===== src/rtl/trig_unit_pkg.sv =====
// Shared logic-probe definitions: trigger FSM encodings, default buffer width,
// post-trigger sample count and the trigger configuration bundle.
`timescale 1ns/1ps
package trig_unit_pkg;

    localparam int AW_DEF    = 10;
    localparam int POST_SAMP = 256;

    typedef enum logic [1:0] {
        ST_IDLE      = 2'd0,
        ST_PREFILL   = 2'd1,
        ST_ARMED     = 2'd2,
        ST_TRIGGERED = 2'd3
    } trig_state_e;

    typedef struct packed {
        logic [7:0] lvl_mask;
        logic [7:0] lvl_val;
        logic [7:0] edge_mask;
        logic [7:0] edge_rise;
    } trig_cfg_t;

endpackage


===== src/rtl/trig_unit_match.sv =====
// Combinational trigger condition: level compare on masked bits plus an
// optional edge qualifier against the previous sample.
`timescale 1ns/1ps
import trig_unit_pkg::*;

module trig_match (
    input  logic [7:0] din_i,
    input  logic [7:0] prev_i,
    input  logic       prev_valid_i,
    input  trig_cfg_t  cfg_i,
    output logic       hit_o
);

    logic       lvl_hit;
    logic       edge_hit;
    logic [7:0] rise_bits;
    logic [7:0] fall_bits;

    always_comb begin
        lvl_hit   = ((din_i ^ cfg_i.lvl_val) & cfg_i.lvl_mask) == 8'h00;
        rise_bits = ~prev_i & din_i & cfg_i.edge_mask & cfg_i.edge_rise;
        fall_bits = prev_i & ~din_i & cfg_i.edge_mask & ~cfg_i.edge_rise;
        // With no edge bits selected the edge qualifier is transparent.
        if (cfg_i.edge_mask == 8'h00) begin
            edge_hit = 1'b1;
        end else begin
            edge_hit = prev_valid_i && ((rise_bits | fall_bits) != 8'h00);
        end
        hit_o = lvl_hit && edge_hit;
    end

endmodule


===== src/rtl/trig_unit.sv =====
// Logic-probe trigger controller: pre-trigger fill count, armed match/force,
// and capture of the write pointer on the trigger cycle.
`timescale 1ns/1ps
import trig_unit_pkg::*;

// state      | meaning
// IDLE       | waiting for arm
// PREFILL    | counting pre-trigger samples up to cfg_pre
// ARMED      | looking for match or force
// TRIGGERED  | trig held, wptr_at_trig frozen until re-arm
module trig_unit #(
    parameter int AW = AW_DEF,
    parameter int CW = 16
) (
    input  logic          clk,
    input  logic          rst_n,
    input  logic          sample_en,
    input  logic [7:0]    din_sync,
    input  logic [AW-1:0] wptr,
    input  logic          arm,
    input  logic          force_i,
    input  logic [7:0]    cfg_lvl_mask,
    input  logic [7:0]    cfg_lvl_val,
    input  logic [7:0]    cfg_edge_mask,
    input  logic [7:0]    cfg_edge_rise,
    input  logic [CW-1:0] cfg_pre,
    output logic          trig,
    output logic [AW-1:0] wptr_at_trig,
    output logic [1:0]    state_o
);

    trig_state_e   state_q, state_d;
    logic [CW-1:0] pre_cnt_q, pre_cnt_d, pre_inc;
    logic [7:0]    prev_q, prev_d;
    logic          prev_valid_q, prev_valid_d;
    logic          trig_q, trig_d;
    logic [AW-1:0] wat_q, wat_d;
    logic          hit;
    logic          fire;
    trig_cfg_t     cfg;

    assign cfg = '{lvl_mask: cfg_lvl_mask, lvl_val: cfg_lvl_val,
                   edge_mask: cfg_edge_mask, edge_rise: cfg_edge_rise};

    trig_match u_match (
        .din_i        (din_sync),
        .prev_i       (prev_q),
        .prev_valid_i (prev_valid_q),
        .cfg_i        (cfg),
        .hit_o        (hit)
    );

    assign pre_inc = (pre_cnt_q == '1) ? pre_cnt_q : pre_cnt_q + CW'(1);
    assign fire    = (state_q == ST_ARMED) && (force_i || (sample_en && hit));

    always_ff @(posedge clk or negedge rst_n) begin
        if (!rst_n) begin
            state_q <= ST_IDLE;
        end else begin
            state_q <= state_d;
        end
    end

    always_comb begin
        state_d = state_q;
        if (arm) begin
            state_d = ST_PREFILL;
        end else begin
            case (state_q)
                ST_IDLE:      state_d = ST_IDLE;
                ST_PREFILL: begin
                    if (cfg_pre == '0 || (sample_en && pre_inc == cfg_pre)) begin
                        state_d = ST_ARMED;
                    end
                end
                ST_ARMED: begin
                    if (fire) state_d = ST_TRIGGERED;
                end
                ST_TRIGGERED: state_d = ST_TRIGGERED;
            endcase
        end
    end

    // Datapath registers follow the same arm-wins priority as the state.
    always_comb begin
        pre_cnt_d    = pre_cnt_q;
        prev_d       = prev_q;
        prev_valid_d = prev_valid_q;
        trig_d       = trig_q;
        wat_d        = wat_q;
        if (arm) begin
            pre_cnt_d    = '0;
            prev_valid_d = 1'b0;
            trig_d       = 1'b0;
        end else begin
            if (state_q == ST_PREFILL && sample_en) pre_cnt_d = pre_inc;
            if ((state_q == ST_PREFILL || state_q == ST_ARMED) && sample_en) begin
                prev_d       = din_sync;
                prev_valid_d = 1'b1;
            end
            if (fire) begin
                trig_d = 1'b1;
                wat_d  = wptr;
            end
        end
    end

    always_ff @(posedge clk or negedge rst_n) begin
        if (!rst_n) begin
            pre_cnt_q    <= '0;
            prev_q       <= 8'h00;
            prev_valid_q <= 1'b0;
            trig_q       <= 1'b0;
            wat_q        <= '0;
        end else begin
            pre_cnt_q    <= pre_cnt_d;
            prev_q       <= prev_d;
            prev_valid_q <= prev_valid_d;
            trig_q       <= trig_d;
            wat_q        <= wat_d;
        end
    end

    always_comb begin
        trig         = trig_q;
        wptr_at_trig = wat_q;
        state_o      = state_q;
    end

endmodule


===== config.mk =====
export PLATFORM = sky130hd
export DESIGN_NAME = trig_unit
export DESIGN_NICKNAME = d
export VERILOG_FILES = /design/src/rtl/trig_unit_pkg.sv /design/src/rtl/trig_unit_match.sv /design/src/rtl/trig_unit.sv
export SDC_FILE = /design/constraint.sdc
export NUM_CORES = 1
export LEC_CHECK = 0
export CAP_MARGIN = 25
export CORE_ASPECT_RATIO = 0.6
export CORE_MARGIN = 8
export CORE_UTILIZATION = 42
export DETAILED_ROUTE_END_ITERATION = 8
export PLACE_DENSITY = 0.7
export SLEW_MARGIN = 25
export SYNTH_ARGS = -nofsm -noshare
export SYNTH_HDL_FRONTEND = slang
export SYNTH_SLANG_ARGS = --single-unit

===== constraint.sdc =====
create_clock -name clk -period 5.5 [get_ports clk]
set_clock_uncertainty 0.15 [all_clocks]
set_input_delay 1.375 -clock clk [delete_from_list [all_inputs] [get_ports clk]]
set_output_delay 1.375 -clock clk [all_outputs]
set_load 0.1 [all_outputs]

# Word-level counts from Yosys, hierarchy flattened
# Cells that the tools add are included.
# W data, S select, Z words.
dict set report totals {
  register_bits 38
  input_bits 71
  out_inout_bits 13
  wordCells 60
}
dict set report op_classes {
  add_sub_neg 1
  n_eq_ne 7
  muxes 12
  bitwise 13
  reduce_logical 21
}
# cell n
set op_table {}
lappend op_table {{$and A8 B8 Y8} 7}
lappend op_table {{$mux W16} 3}
lappend op_table {{$not A8 Y8} 3}
lappend op_table {{$add A16 B1 Y16 const B} 1}
lappend op_table {{$eq A16 B16 Y1} 1}
lappend op_table {{$eq A16 B16 Y1 const B} 1}
lappend op_table {{$logic_not A16 Y1} 1}
lappend op_table {{$logic_not A8 Y1} 2}
lappend op_table {{$or A8 B8 Y8} 1}
lappend op_table {{$pmux W2 S4} 1}
lappend op_table {{$reduce_bool A8 Y1} 1}
lappend op_table {{$xor A8 B8 Y8} 1}
lappend op_table {{$logic_and A1 B1 Y1} 7}
lappend op_table {{$mux W2} 3}
lappend op_table {{$ne A3 B3 Y1 const B} 2}
lappend op_table {{$reduce_and A2 Y1} 3}
lappend op_table {{$reduce_bool A2 Y1} 3}
lappend op_table {{$mux W1} 5}
lappend op_table {{$eq A2 B2 Y1 const B} 2}
lappend op_table {{$logic_or A1 B1 Y1} 3}
lappend op_table {{$eq A2 B1 Y1 const B} 1}
lappend op_table {{$logic_not A2 Y1} 1}
lappend op_table {{$not A1 Y1} 1}

# Logic depth before layout (Yosys ltp)
# Gate-level depths: netlist (run 1).
dict set report depth {
  depth_word 15
  depth_mapped 10
  mapped_depth_nobuf 9
}

# By module
# A second synthesis (run 1) with hierarchy kept.
dict set report hier_totals {
  hier_cells 312
  area_unflattened_um2 2910.3
}
# module instances cells_per_inst area_each_um2 seq_area_each_um2
set modules_own_cells {}
lappend modules_own_cells {trig_unit 1 269 2586.2 950.9}
lappend modules_own_cells {trig_match 1 43 324.1 0.0}

# Least setup slack after synthesis (run 1)
# No wires, ideal clock.
dict set report synth_path {
  path_kind {input -> register}
  from {input port cfg_lvl_val[0]}
  to {register wat_q[0], in the netlist wptr_at_trig[0]}
  setup_ns 0.125
  t_arrival_ns 3.087
  t_required_ns 5.225
  path_slack_ns 2.137
  stages 8
  n_path_buf 1
  path_cell_list {xor2_1 a22oi_1 nand3_1 a221oi_1 a31oi_1 nor3b_1 clkbuf_1 mux2_2}
}
dict set report synth_via {
  elab_chain_cells 8
}
# element line
set synth_lines {}
lappend synth_lines {{from (decl)} trig_unit.sv:23} ;# input logic [7:0] cfg_lvl_val,
lappend synth_lines {{$xor A8 B8 Y8} trig_unit_match.sv:20} ;# lvl_hit = ((din_i ^ cfg_i.lvl_val) & cfg_i.lvl_mask) == 8'h00;
lappend synth_lines {{$and A8 B8 Y8} trig_unit_match.sv:20}
lappend synth_lines {{$logic_not A8 Y1} trig_unit_match.sv:20}
lappend synth_lines {{$logic_and A1 B1 Y1} trig_unit_match.sv:29} ;# hit_o = lvl_hit && edge_hit;
lappend synth_lines {{$logic_and A1 B1 Y1} trig_unit.sv:54} ;# assign fire = (state_q == ST_ARMED) && (force_i || (sample_en && hit));
lappend synth_lines {{$logic_or A1 B1 Y1} trig_unit.sv:54}
lappend synth_lines {{$logic_and A1 B1 Y1} trig_unit.sv:54}
lappend synth_lines {{$reduce_and A2 Y1 (no source line)} --}
lappend synth_lines {{to (signal assigned)} trig_unit.sv:120} ;# wat_q <= wat_d;
lappend synth_lines {{to (decl)} trig_unit.sv:37} ;# logic [AW-1:0] wat_q, wat_d;
# No other way between the ends.
# A chain may end at the register's enable or synchronous reset.

# Worst setup path in the final report (run 1)
dict set report layout_path {
  from {input port din_sync[0]}
  to {register wat_q[1], in the netlist wptr_at_trig[1]}
}
dict set report layout_via {
  elab_chain_cells 13
}
# element line
set layout_lines {}
lappend layout_lines {{from (decl)} trig_unit.sv:18} ;# input logic [7:0] din_sync,
lappend layout_lines {{$not A8 Y8} trig_unit_match.sv:22} ;# fall_bits = prev_i & ~din_i & cfg_i.edge_mask & ~cfg_i.edge_rise;
lappend layout_lines {{$and A8 B8 Y8 (3 in a row)} trig_unit_match.sv:22}
lappend layout_lines {{$or A8 B8 Y8} trig_unit_match.sv:27} ;# edge_hit = prev_valid_i && ((rise_bits | fall_bits) != 8'h00);
lappend layout_lines {{$reduce_bool A8 Y1} trig_unit_match.sv:27}
lappend layout_lines {{$logic_and A1 B1 Y1} trig_unit_match.sv:27}
lappend layout_lines {{$mux W1} trig_unit_match.sv:24} ;# if (cfg_i.edge_mask == 8'h00) begin
lappend layout_lines {{$logic_and A1 B1 Y1 *} trig_unit_match.sv:29}
lappend layout_lines {{$logic_and A1 B1 Y1 *} trig_unit.sv:54}
lappend layout_lines {{$logic_or A1 B1 Y1 *} trig_unit.sv:54}
lappend layout_lines {{$logic_and A1 B1 Y1 *} trig_unit.sv:54}
lappend layout_lines {{$reduce_and A2 Y1 (no source line) *} --}
# Every way passes the cells marked *; elsewhere a longest branch is shown, timed or not.

==> results.py, run 1 <==
metrics = {
    "worst_setup_path": {
        "worst-r2r-cell-count": 8,
        "path_class": "primary input to flip-flop",
        "cp.arrival_ns": 3.71,
        "regToRegSetupSlack_ns": 1.93,
        "critPathLaunch": "din_sync[0]",
        "rr_endpoint": "state_o[1]$_DFFE_PN0P_",
        "path_cells": "clkdlybuf4s50_1, xor2_1, a22oi_1, nand3_1, a221oi_1, a31oi_1, nor3b_1, buf_4, mux2_2",
        "r2r_start": "pre_cnt_q[4]$_DFFE_PN0P_",
        "cp_slowest_cell": "clkdlybuf4s50_1",
        "crit_end": "wptr_at_trig[1]$_DFFE_PN0P_",
        "required_ns": 5.54,
        "startpoint_type": "primary input",
        "path_max_fanout": 11,
        "endpoint_kind": "flip-flop",
        "max_stage_delay_ns": 0.48,
    },
    "final_layout": {
        "fillers": 553,
        "antennaDiodeCount": 0,
        "finish.utilization_pct": 60.2,
        "regArea_um2": 951,
        "fin_nets": 443,
        "syn_to_final_growth_pct": 36.8,
        "multi_input_area_um2": 1650,
        "drive_above_1_share_pct": 9.76,
    },
    "synth": {
        "ys_top_cells_by_area": "dfrtp_1 (35%), mux2_2 (7.9%), xor2_1 (6.1%)",
        "synth_simple_gate_area_share_pct": 24.4,
        "seq_area_frac_synth_pct": 35.1,
        "async_flop_share_pct": 100,
        "synth_area_um2": 2710,
        "synth_edf_count": 0,
        "yosys.cell_types.count": 55,
        "synth_top_cell_by_area": "dfrtp_1",
        "yosysWarnings": 0,
        "synth_fp_nets": 367,
        "synthCells": 292,
        "synth_xor_area_share_pct": 10.7,
        "synth_compound_area_share_pct": 13.8,
        "synth-adder-area-share_pct": 1.85,
        "synth_flop_cell": "dfrtp_1",
        "synth.area.mux_share_pct": 10.1,
        "synth_top_area_share_pct": 35.1,
        "avgSynthCellArea_um2": 9.29,
        "synth_top_family_by_area": "simple AND/OR/NAND/NOR gates",
        "synth_seq_cells": 38,
    },
    "clock_tree": {
        "cts_inserted_buffers": 5,
        "root_buffer": "clkbuf_8",
        "clock_latency_ns": 0.30,
        "postCtsSetupBuffers": 0,
        "tritoncts": "yes",
        "cts-resized-gates": 0,
        "cts_sinks": 38,
        "cts_buffer_depth": 2,
        "ctsHoldBuffers": 0,
        "clk_pin_slew_ns": 0.08,
        "h-tree-depth": 2,
    },
    "global_route": {
        "grt_first_pass_wirelength_um": 13600,
        "grt_overflow_total": 0,
        "grt_max_degree": 39,
        "track_usage_pct": 17.6,
        "antenna_found_initial": 0,
        "grt_pass1_vias": 2568,
    },
    "routing": {
        "routed_wl_um": 8320,
        "wire_per_inst_um": 18.4,
        "dr.pass1.iters": 4,
        "drtIter0Drc": 195,
        "num_vias": 2570,
        "drc": 0,
        "detail_route.vias_per_cell": 5.67,
        "ant_nets": 0,
    },
    "die": {
        "fp.dieH_um": 78.3,
        "io_pins": 84,
        "fp.dieW_um": 120,
        "core_um2": 6170,
        "row_count": 22,
        "start_util_pct": 44.0,
        "dieArea_um2": 9370,
    },
    "sta": {
        "rsz0062_at_grt": "no",
        "period_share_pct": 66.8,
        "fmax_ghz": 0.272,
        "setup_tns_ns": 0,
        "period_minus_slack_ns": 3.67,
        "slew_headroom_pct": 33.7,
        "worstMarginPinSlew_ns": 0.992,
        "drv_slew": 0,
        "setup_violations": 0,
        "hold_violations": 0,
    },
    "placed_design": {
        "gp_congestion": 0.926,
        "dp_hpwl_um": 6570,
        "io_buffer_count": 83,
    },
    "worst_hold_path": {
        "min_from": "trig$_DFFE_PN0P_",
        "min_path_type": "flip-flop to flip-flop",
    },
    "outcome": {
        "run_status": "completed",
    },
    "power_and_ir_drop": {
        "powerDensity_nw_per_um2": 363,
        "irDropWorstVdd_v": 0.000321,
        "p_leak_nw": 1.47,
    },
    "run": {
        "max_cap_violations": 0,
    },
}
==> sequential cells by signal (all words and copies together) (netlist names) <==
name,count
wptr_at_trig,10
prev_valid_q,1
prev_q,8
trig,1
state_o,2
pre_cnt_q,16
==> routing by layer <==
layer | global-route usage, % | wire, um | vias to the layer above
met2 | 24.9 | 3240 | 110
met1 | 26.5 | 4440 | 1206
met5 | 0 | 0 | -
li1 | - | - | 1247
met3 | 4.50 | 594 | 7
met4 | 2.23 | 36 | 0
==> report_power, final <==
part	switching [mW]	total [mW]	internal (mW)
Clock	0.109	0.291	0.182
Sequential	0.0451	0.397	0.352
Combinational	0.426	0.659	0.234
==> worst max-delay path, delay by kind of cell <==
family / cells / cell delay, ns
compound gates: 3 / 0.74
simple gates: 2 / 0.36
mux: 1 / 0.35
buf+inv: 2 / 0.71
xor+xnor: 1 / 0.17
==> cells in the final DEF, fill, tap and decap left out, types with 11 or more instances in the layout <==
master	netlist	final
dfrtp_1	38	38
clkdlybuf4s50_1	0	82
a21oi_1	11	11
xnor2_1	14	14
o21ai_0	16	16
nand3_1	12	12
mux2_2	19	19
nor4_1	12	12
nand2_1	12	12
xor2_1	19	19
nor2_1	21	21
nor3_1	12	12
==> cells by family after synthesis <==
| logic type | count (synthesis) |
|---|---|
| and+or+nand+nor | 112 |
| AOI/OAI and AO/OA | 56 |
| DFF | 38 |
| xor gates and xnor gates | 33 |
| muxes | 25 |
| buffers and inverters | 24 |
| adders and majority gates | 4 |
==> per-stage QoR <==
step / power, mW / hold WS (ns) / worst slack, ns / instance area (um^2) / cells
after detailed placement: 1.06 / 0.337 / 1.52 / 3570 / 445
final: 1.35 / 0.350 / 1.83 / 3710 / 453
after global routing: 1.41 / 0.381 / 1.68 / 3710 / 453
after global placement: 1.05 / 0.319 / 1.61 / 3570 / 445
after CTS: 1.35 / 0.357 / 1.83 / 3710 / 453
after floorplan: 0.864 / 0.306 / 2.14 / 2710 / 292
==> Yosys cell counts (all sizes together), types with 2 or more instances <==
master	count
xor2	19
nor4	14
or3	2
inv	9
and4	4
a21oi	11
and3	3
nor2	21
ha	4
and3b	8
nand3	12
clkbuf	6
nand2	13
nand4	10
a311oi	3
mux2	20
o211ai	2
a211oi	2
nor3	13
a22oi	2
nor3b	9
a21o	2
mux2i	5
buf	9
a31oi	4
o21ai	17
dfrtp	38
xnor2	14
==> worst min path at each step <==
stage               depth (start not counted)  slack (ns)                     endpoint
CTS                                         1        0.36             trig$_DFFE_PN0P_
global placement                            1        0.32             trig$_DFFE_PN0P_
detailed placement                          1        0.34             trig$_DFFE_PN0P_
global route                                1        0.38  wptr_at_trig[5]$_DFFE_PN0P_
floorplan                                   2        0.31     prev_valid_q$_DFFE_PN0P_
finish                                      1        0.35             trig$_DFFE_PN0P_
==> layout make-up <==
cell class,instances,share of cell area (%)
multi-input cells,230,44.5
flip-flops and latches,38,25.6
repair buffers,84,22.5
well taps,84,2.83
clock buffers,5,1.85
clock inverters,3,1.85
inverters,9,0.910
(Power assumes the default switching activity.)
==> run 2, diff against run 1 <==
clock period = 3.4 ns   (was 5.5 ns; I/O delays follow)
==> results.py, run 2 (synthesis results as in run 1) <==
metrics = {
    "worst_setup_path": {
        "endpoint_kind": "flip-flop",
        "path_max_fanout": 9,
        "required_ns": 3.43,
        "critPathLaunch": "pre_cnt_q[0]$_DFFE_PN0P_",
        "startpoint_type": "flip-flop",
        "path_class": "flip-flop to flip-flop",
        "cp.arrival_ns": 3.14,
        "r2r_start": "pre_cnt_q[0]$_DFFE_PN0P_",
    },
    "clock_tree": {
        "cts_buffer_depth": 2,
        "clk_pin_slew_ns": 0.08,
        "cts-resized-gates": 0,
        "tritoncts": "yes",
        "cts_sinks": 38,
        "root_buffer": "clkbuf_8",
        "postCtsSetupBuffers": 0,
        "ctsHoldBuffers": 0,
        "cts_inserted_buffers": 5,
        "h-tree-depth": 2,
        "clock_latency_ns": 0.29,
    },
    "sta": {
        "setup_tns_ns": 0,
        "worstMarginPinSlew_ns": 0.867,
        "setup_violations": 0,
        "hold_violations": 0,
        "rsz0062_at_grt": "no",
        "slew_headroom_pct": 42.2,
        "period_share_pct": 91.5,
        "fmax_ghz": 0.322,
        "drv_slew": 0,
        "period_minus_slack_ns": 3.11,
    },
    "final_layout": {
        "drive_above_1_share_pct": 16.0,
        "syn_to_final_growth_pct": 38.9,
        "fin_cells": 465,
        "fillers": 561,
        "largest_reg_flops": 16,
        "antennaDiodeCount": 0,
        "final_cell_mix": "clkdlybuf4s50_1 (69), dfrtp_1 (38), buf_4 (26)",
        "fin_nets": 455,
        "final_common_cell": "clkdlybuf4s50_1",
        "regMostFlops": "pre_cnt_q",
    },
    "global_route": {
        "grt_first_pass_wirelength_um": 13900,
        "track_usage_pct": 18.1,
        "grt_pass1_vias": 2665,
        "antenna_found_initial": 0,
        "grt_overflow_total": 0,
        "grt_max_degree": 39,
    },
    "die": {
        "fp.dieW_um": 120,
        "dieArea_um2": 9370,
        "row_count": 22,
        "core_um2": 6170,
        "io_pins": 84,
        "fp.dieH_um": 78.3,
        "start_util_pct": 44.0,
    },
    "routing": {
        "drc": 0,
        "dr.pass1.iters": 4,
        "routed_wl_um": 8380,
        "wire_per_inst_um": 18.0,
        "ant_nets": 0,
        "num_vias": 2633,
        "detail_route.vias_per_cell": 5.66,
        "drtIter0Drc": 166,
    },
    "power_and_ir_drop": {
        "powerDensity_nw_per_um2": 572,
        "p_leak_nw": 1.54,
        "power_mw": 2.16,
        "irDropWorstVdd_v": 0.000637,
    },
    "run": {
        "max_cap_violations": 0,
    },
    "placed_design": {
        "io_buffer_count": 83,
        "place_inst": 457,
        "gp_congestion": 0.932,
        "dp_hpwl_um": 6780,
    },
    "outcome": {
        "run_status": "completed",
    },
    "worst_hold_path": {
        "min_path_type": "flip-flop to flip-flop",
        "min_from": "wptr_at_trig[1]$_DFFE_PN0P_",
    },
}
-- run 2: cell count changes in the layout (fill, tap and decap cells not counted) --
cell             change
clkdlybuf4s50_1     -13
buf_4               +25
-- run 2: where the power goes --
group          total (mW)  leakage, nW  switching, mW  internal, mW
combinational        1.04        0.977          0.685         0.359
sequential          0.651        0.496         0.0812         0.570
clock               0.461       0.0683          0.167         0.294
-- run 2: path summary, 6_finish.rpt --
kind,endpoint,slack (ns),depth (start not counted)
setup reg to reg,state_o[1]$_DFFE_PN0P_,0.29,10
min in group asynchronous,pre_cnt_q[11]$_DFFE_PN0P_,0.52,1
hold reg to reg,wptr_at_trig[1]$_DFFE_PN0P_,0.36,1
setup / recovery,state_o[1]$_DFFE_PN0P_,0.29,10
hold / removal,wptr_at_trig[1]$_DFFE_PN0P_,0.36,1
max in group asynchronous,prev_q[7]$_DFFE_PN0P_,2.04,1
-- run 2: final cells by class --
type / count / area [um^2] / area share (%)
multi-input combinational: 230 / 1650 / 43.8
sequential: 38 / 951 / 25.2
timing repair buffer: 96 / 891 / 23.6
tap: 84 / 105 / 2.79
clock buffer: 5 / 68.8 / 1.83
clock inverter: 3 / 68.8 / 1.83
inverter: 9 / 33.8 / 0.896
-- run 2: metrics by stage --
step	util [%]	worst slack, ns	hold slack [ns]	instance area (um^2)
global placement	58.9	0.120	0.334	3630
CTS	61.1	0.318	0.367	3770
finish	61.1	0.291	0.363	3770
floorplan	-	0.553	0.306	2710
detailed placement	58.9	0.0305	0.347	3630
global route	61.1	0.0753	0.381	3770
-- run 2: critical path, stage by stage, from the launching register on --
cell and delay (ns):
dfrtp_1 0.45, ha_1 0.28, nand3_1 0.14, buf_4 0.20, a211oi_1 0.39, nand3_1 0.15, xnor2_1 0.18, nor4_1 0.32
nand4_1 0.16, a22oi_2 0.23, mux2_1 0.34
-- run 2: routing by layer --
metal / vias to the layer above / wire length [um] / track usage, %
met1: 1267 / 4420 / 27.2
met2: 99 / 3290 / 25.4
met4: 0 / 46 / 3.84
met5: - / 0 / 0
li1: 1262 / - / -
met3: 5 / 627 / 4.43
==> run 3, diff against run 2 <==
==> constraint.sdc (replaced) <==
create_clock -name clk -period 3.4 [get_ports clk]
set_clock_uncertainty 0.15 [all_clocks]
set_input_delay 0.34 -clock clk [delete_from_list [all_inputs] [get_ports clk]]
set_output_delay 0.34 -clock clk [all_outputs]
set_load 0.1 [all_outputs]
==> results.py, run 3 (synthesis results as in run 1) <==
metrics = {
    "outcome": {
        "run_status": "completed",
    },
    "clock_tree": {
        "cts_buffer_depth": 2,
        "tritoncts": "yes",
        "h-tree-depth": 2,
        "cts_inserted_buffers": 5,
        "cts_sinks": 38,
        "clock_latency_ns": 0.29,
        "ctsHoldBuffers": 0,
        "cts-resized-gates": 0,
        "root_buffer": "clkbuf_8",
        "clk_pin_slew_ns": 0.08,
        "postCtsSetupBuffers": 0,
    },
    "sta": {
        "fmax_ghz": 0.323,
        "slew_headroom_pct": 33.1,
        "period_minus_slack_ns": 3.09,
        "period_share_pct": 91.0,
        "whs_ns": 0.0165,
        "hold_violations": 0,
        "setup_tns_ns": 0,
        "setup_violations": 0,
        "worstMarginPinSlew_ns": 1.00,
        "setup_slack_ns": 0.306,
        "rsz0062_at_grt": "no",
        "drv_slew": 0,
    },
    "routing": {
        "drc": 0,
        "ant_nets": 0,
        "drtIter0Drc": 191,
        "detail_route.vias_per_cell": 5.81,
        "dr.pass1.iters": 5,
        "wire_per_inst_um": 19.0,
        "routed_wl_um": 8790,
        "num_vias": 2689,
    },
    "run": {
        "max_cap_violations": 0,
    },
    "final_layout": {
        "final_cell_area_um2": 3790,
        "regMostFlops": "pre_cnt_q",
        "largest_reg_flops": 16,
        "fin_nets": 453,
        "final_common_cell": "clkdlybuf4s50_1",
        "antennaDiodeCount": 0,
        "drive_above_1_share_pct": 12.1,
        "fin_cells": 463,
        "final_cell_mix": "clkdlybuf4s50_1 (82), dfrtp_1 (38), nor2_1 (21)",
        "finish.utilization_pct": 61.4,
        "syn_to_final_growth_pct": 39.6,
    },
    "global_route": {
        "grt_first_pass_wirelength_um": 14100,
        "gr-max-usage-layer": "met1",
        "track_usage_pct": 18.7,
        "grtUsageMet3_pct": 5.64,
        "grt_pass1_vias": 2594,
        "grt_overflow_total": 0,
        "antenna_found_initial": 0,
        "use_met1_pct": 27.2,
        "grt_use_met2_pct": 26.8,
        "grt_max_degree": 39,
    },
    "die": {
        "core_um2": 6170,
        "dieArea_um2": 9370,
        "fp.dieH_um": 78.3,
        "io_pins": 84,
        "row_count": 22,
        "fp.dieW_um": 120,
        "start_util_pct": 44.0,
    },
    "placed_design": {
        "dpl_worst_slack_ns": 0.351,
        "io_buffer_count": 83,
        "dp_hpwl_um": 6800,
        "gp_congestion": 0.945,
        "place_inst": 455,
        "dpl_cell_area_um2": 3650,
    },
    "power_and_ir_drop": {
        "power_mw": 2.19,
        "irDropWorstVdd_v": 0.000546,
        "powerDensity_nw_per_um2": 578,
        "p_leak_nw": 1.51,
    },
    "worst_setup_path": {
        "cp.arrival_ns": 3.12,
        "required_ns": 3.43,
        "startpoint_type": "flip-flop",
        "path_class": "flip-flop to flip-flop",
        "endpoint_kind": "flip-flop",
        "path_max_fanout": 5,
    },
    "worst_hold_path": {
        "min_path_type": "primary input to asynchronous set/reset pin",
    },
}
[run 3: changes by cell type in the layout (fill, tap and decap cells not counted), sizes merged]
| cell | previous run | this run |
|---|---|---|
| clkdlybuf4s50 | 69 | 82 |
| buf | 27 | 12 |
[run 3: per-layer routing]
metal,wire length (um),part of all wire (%)
met5,0,0
met3,847,9.6
met1,4380,50
met2,3530,40
met4,33,0.38
[run 3: worst paths after layout]
path / start / endpoint / slack [ns] / depth (start not counted)
worst min register to register: trig$_DFFE_PN0P_ / trig$_DFFE_PN0P_ / 0.34 / 1
worst min-delay path: rst_n / pre_cnt_q[9]$_DFFE_PN0P_ / 0.02 / 1
worst max register to register: pre_cnt_q[0]$_DFFE_PN0P_ / state_o[1]$_DFFE_PN0P_ / 0.31 / 9
max in group asynchronous: rst_n / state_o[0]$_DFFE_PN0P_ / 2.51 / 1
worst max-delay path: pre_cnt_q[0]$_DFFE_PN0P_ / state_o[1]$_DFFE_PN0P_ / 0.31 / 9
min in group clk: trig$_DFFE_PN0P_ / trig$_DFFE_PN0P_ / 0.34 / 1
[run 3: layout make-up]
class / count / area (um^2)
fillers: 565 / 2380
multi-input cells: 230 / 1650
flip-flops and latches: 38 / 951
repair buffers: 94 / 908
well taps: 84 / 105
clock buffers: 5 / 68.8
clock inverters: 3 / 68.8
inverters: 9 / 33.8
[run 3: worst max-delay path, stage by stage, from the launching register on]
cell	delay, ns
dfrtp_1	0.46
ha_1	0.28
nand3_1	0.17
nor4_2	0.50
mux2i_1	0.25
o2111ai_1	0.17
nor4_1	0.30
nand4_1	0.14
a22oi_2	0.21
mux2_1	0.35
[run 3: power by group]
group	switching, mW	internal (mW)
logic	0.689	0.379
clock network	0.179	0.294
registers	0.0774	0.570
